**config.mk**
```make
export PLATFORM = sky130hd
export DESIGN_NAME = store_control
export DESIGN_NICKNAME = d
export VERILOG_FILES = /design/src/rtl/store_control_pkg.sv /design/src/rtl/store_lane_align.sv /design/src/rtl/store_control.sv
export SDC_FILE = /design/constraint.sdc
export NUM_CORES = 1
export LEC_CHECK = 0
export BUFFER_PORTS_ARGS = -buffer_cell sky130_fd_sc_hd__buf_4
export CAP_MARGIN = 10
export CORE_MARGIN = 2
export CORE_UTILIZATION = 40
export DETAILED_ROUTE_END_ITERATION = 16
export PLACE_DENSITY = 0.73
export SLEW_MARGIN = 10
export SYNTH_ARGS = -nofsm -noshare
export SYNTH_HDL_FRONTEND = slang
export SYNTH_SLANG_ARGS = --single-unit
```
**constraint.sdc**
```tcl
create_clock -name clk -period 1.9 [get_ports clk]
set_input_delay 0.38 -clock clk [delete_from_list [all_inputs] [get_ports clk]]
set_output_delay 0.38 -clock clk [all_outputs]
set_load 0.01 [all_outputs]
```
**src/rtl/store_control_pkg.sv**
```systemverilog
// store_control_pkg: store opcodes and FSM state type shared by the store path
package store_control_pkg;
    localparam logic [5:0] OPCODE_SB = 6'h28;
    localparam logic [5:0] OPCODE_SH = 6'h29;
    localparam logic [5:0] OPCODE_SW = 6'h2B;
    typedef enum logic {IDLE, WRITE} state_t;
endpackage

```
**src/rtl/store_lane_align.sv**
```systemverilog
// store_lane_align: maps a store opcode, address lsbs and data to bus lanes and flags misalignment
module store_lane_align
    import store_control_pkg::*;
(
    input  logic [5:0]  opcode,
    input  logic [1:0]  lsb,
    input  logic [31:0] data,
    output logic [3:0]  byteenable,
    output logic [31:0] writedata,
    output logic        misaligned
);
    logic sb, sh, sw;
    assign sb = opcode == OPCODE_SB;
    assign sh = opcode == OPCODE_SH;
    assign sw = opcode == OPCODE_SW;
    assign misaligned = !(sb || (sh && !lsb[0]) || (sw && lsb == 2'b00));
    assign byteenable = sb ? 4'b0001 << lsb : sh ? (lsb[1] ? 4'b1100 : 4'b0011) : sw ? 4'b1111 : 4'b0000;
    assign writedata = sb ? {4{data[7:0]}} : sh ? {2{data[15:0]}} : data;
endmodule

```
**src/rtl/store_control.sv**
```systemverilog
// store_control: accepts SB/SH/SW requests and issues one Avalon-MM write per aligned store
module store_control
    import store_control_pkg::*;
#(
    parameter int ADDR_W = 32
) (
    input  logic              clk,
    input  logic              rst_n,
    input  logic              req_valid,
    output logic              req_ready,
    input  logic [5:0]        req_opcode,
    input  logic [ADDR_W-1:0] req_addr,
    input  logic [31:0]       req_data,
    output logic [ADDR_W-1:0] avm_address,
    output logic              avm_write,
    output logic [31:0]       avm_writedata,
    output logic [3:0]        avm_byteenable,
    input  logic              avm_waitrequest,
    output logic              done,
    output logic              misaligned
);
    state_t state, state_n;
    logic [ADDR_W-1:0] addr_q;
    logic [3:0] be_q, be_c;
    logic [31:0] wdata_q, wdata_c;
    logic bad, accept, busy;
    store_lane_align u_align (
        .opcode(req_opcode),
        .lsb(req_addr[1:0]),
        .data(req_data),
        .byteenable(be_c),
        .writedata(wdata_c),
        .misaligned(bad)
    );
    assign busy = state == WRITE;
    assign req_ready = state == IDLE;
    assign accept = req_valid && req_ready;
    always_comb begin
        state_n = state;
        state_n = (accept && !bad) ? WRITE : (busy && !avm_waitrequest) ? IDLE : state;
    end
    always_ff @(posedge clk) begin
        if (!rst_n) begin
            state <= IDLE;
            done <= 1'b0;
            misaligned <= 1'b0;
            addr_q <= '0;
            be_q <= 4'b0000;
            wdata_q <= 32'h0;
        end else begin
            state <= state_n;
            done <= busy && !avm_waitrequest;
            misaligned <= accept && bad;
            if (accept && !bad) begin
                addr_q <= {req_addr[ADDR_W-1:2], 2'b00};
                be_q <= be_c;
                wdata_q <= wdata_c;
            end
        end
    end
    // bus outputs read as zero whenever no write is in flight
    assign avm_write = busy;
    assign avm_address = busy ? addr_q : '0;
    assign avm_byteenable = busy ? be_q : 4'b0000;
    assign avm_writedata = busy ? wdata_q : 32'h0;
endmodule

```
==> key figures <==
Routing
  • DRT Wirelength: 9230 um
  • WL per Instance: 14.1 um
  • DR pass1 iterations: 4
  • DRC: 0
  • Total number of vias: 3212
  • Final ANT Viol Nets: 0
  • Vias per cell: 4.91
  • First-iteration detailed-routing DRC count: 76

Clock network
  • Setup bufs post-CTS: 0
  • # clock sinks: 69
  • Clk Latency, worst-skew pair: 0.33 ns
  • Clock root cell: clkbuf_8
  • Number of buffers added to fix hold violations after cts: 0
  • # resized after CTS: 0
  • Worst-path clk slew: 0.07 ns
  • Inserted Clock Buffers: 9
  • Clk buf depth: 2
  • H-tree Lvls: 3
  • CTS tree: done

Power
  • Sequential fraction of design power: 0.521
  • Int Pwr: 2180 uW
  • Pleak: 0.00210 uW
  • Pwr Density: 604 mW/mm^2
  • Sw Ratio: 0.223
  • Clock Power Share: 0.384
  • Peak VDD IR: 0.000325 V
  • Combinational share of power: 0.095
  • Sw power: 628 uW

Global routing
  • Largest net degree at the start of global routing: 70
  • Global-route wire length before repair: 14300 um
  • GRT Util Overall: 0.201
  • Remaining Overflow, GRT: 0
  • Initial antenna violation count: 0
  • Vias in the first global route: 2935

Critical path
  • WS Path Type: reg2out
  • R2r worst-path depth: 5
  • Critical Path End: avm_writedata[1]
  • Worst Path Arrival: 1.28 ns
  • Capture point of the worst reg-to-reg path: addr_q[19]
  • CP Launch Type: flip-flop
  • CP startpoint: avm_write
  • Crit Path Max Fanout: 38
  • CP Capture Type: output pin
  • R2R Setup Slk: 0.41 ns
  • CP Data Required Time: 1.52 ns
  • Worst r2r src: avm_write

Placed design
  • IO buf count: 143
  • Gpl congestion: 0.836
  • DP Wirelength: 6600 um

Die
  • Rows: 33
  • Die Ht: 95.5 um
  • Die X: 95.5 um
  • Effective utilization at floorplan: 0.410
  • Die area: 0.00913 sq mm
  • IO Pins: 146
  • Core area: 0.00818 sq mm

Logic synthesis
  • Top cells by area, synth: dfxtp_1, and2_1, nand2_1, a21boi_1, mux2i_1
  • Post-synth EDFFs: 0
  • Syn. warnings: 0
  • Post-synthesis cell type count: 29
  • Synth Register Bits: 69
  • Cell accounting for the most synthesized area: dfxtp_1
  • Synthesized instance count: 414
  • Synth cell count leaders: nand2_1, dfxtp_1, and2_1
  • Fraction of registers with async set/reset: 0
  • Avg Synthesized Cell Area: 8.09 sq um
  • Ys flop type: dfxtp_1
  • Most common cell in the netlist: nand2_1
  • Top cell type's share of synthesized area: 0.412
  • Area of the mapped netlist: 0.00335 sq mm
  • Sequential fraction of the synthesis area: 0.412

STA
  • Pins over their slew limit: 0
  • Fmax: 0.602 GHz
  • Final Hold Viols: 0
  • Setup TNS Final: 0 ns
  • Final Skew: 0.00777 ns
  • Rel. slew slack: 0.625
  • Worst-Margin Slew: 0.562 ns
  • RSZ-0062 raised after global routing: false
  • Final min period: 1.66 ns
  • Setup violators final: 0
  • Final period utilization: 0.875

Flow run
  • Max Cap Viol: 0

Cells and area
  • Syn-to-layout area delta: 38.8%
  • Fin util: 0.569
  • Fin nets: 619
  • Layout cells sized above 1: 0.310
  • Diodes inserted: 0

Hold path
  • Hold Path Class: in2reg

Status
  • Status: completed
-- sequential cells by signal, indices dropped and copies added (netlist names) --
| signal | flops |
|---|---|
| wdata_q | 32 |
| addr_q | 30 |
| be_q | 4 |
| avm_write | 1 |
| done | 1 |
| misaligned | 1 |
-- metrics by stage --
stage / instances / hold slack, ns / power, uW / area, sq um / setup WS, ns
2_1_floorplan: 415 / 0.426 / 1610 / 3350 / 0.381
3_3_place_gp: 639 / 0.436 / 1760 / 4470 / 0.127
3_5_place_dp: 639 / 0.441 / 1760 / 4470 / 0.0403
4_1_cts: 654 / 0.203 / 2840 / 4650 / 0.208
6_report: 654 / 0.217 / 2810 / 4650 / 0.238
5_1_grt: 654 / 0.194 / 2930 / 4650 / 0.132
-- cell families (layout without fill, tap and decap cells) --
group,count (synthesis),in the layout,share of synthesized area
AND/OR/NAND/NOR,186,186,0.271
AO/OA/AOI/OAI,105,105,0.211
flip-flops,69,69,0.412
buffers and inverters,37,171,0.0571
multiplexers,16,16,0.0478
other,1,2,0.00112
-- worst max-delay path: stages, from the launching register on --
cell and delay (ns):
dfxtp_2 0.34, buf_4 0.29, and2_1 0.19, buf_4 0.12
-- cell usage in the layout, fill, tap and decap left out, drive strengths merged --
master and count:
nand4bb 1, a21boi 51, dfxtp 69, nand4b 1
nor3b 1, and4bb 1, nand2 108, o2111ai 1
a21oi 25, nor2b 2, o21bai 1, or3b 1
nor2 1, clkinv 1, o21ai 17, and2 66
conb 2, nand4 1, and3 1, clkbuf 14
o211ai 9, inv 2, or3 2, mux2i 16
buf 154, o2111a 1
-- how the worst min path moves through the flow --
stage	from	end	slack [ns]	cells after the start
2_1_floorplan	be_q[2]	be_q[2]	0.43	2
4_1_cts	avm_waitrequest	done	0.20	2
3_3_place_gp	addr_q[20]	addr_q[20]	0.44	2
6_report	avm_waitrequest	done	0.22	2
3_5_place_dp	wdata_q[24]	wdata_q[24]	0.44	2
5_1_grt	avm_waitrequest	done	0.19	2
-- final cells by class --
class                      instances  area, sq um
clock buffer                      14          173
clock inverter                     1         5.00
fill                             785         3520
inverter                           2         7.51
multi-input combinational        309         1780
sequential                        69         1380
tap                              105          131
timing repair buffer             154         1170
-- per-layer routing --
metal | part of all wire | GRT usage | up-vias
met5 | 0 | 0 | -
met4 | 0.019 | 0.0702 | 0
met3 | 0.080 | 0.0514 | 17
met2 | 0.45 | 0.321 | 121
met1 | 0.45 | 0.262 | 1454
li1 | - | - | 1620
-- power groups by stage --
| stage | combinational (uW) | sequential, uW | clock [uW] |
|---|---|---|---|
| global route | 289 | 1460 | 1170 |
| global placement | 264 | 1500 | 0 |
| floorplan | 109 | 1500 | 0 |
| detailed placement | 267 | 1500 | 0 |
| finish | 266 | 1460 | 1080 |
| CTS | 268 | 1460 | 1110 |
Note: power is estimated with default switching activity, not from simulation.
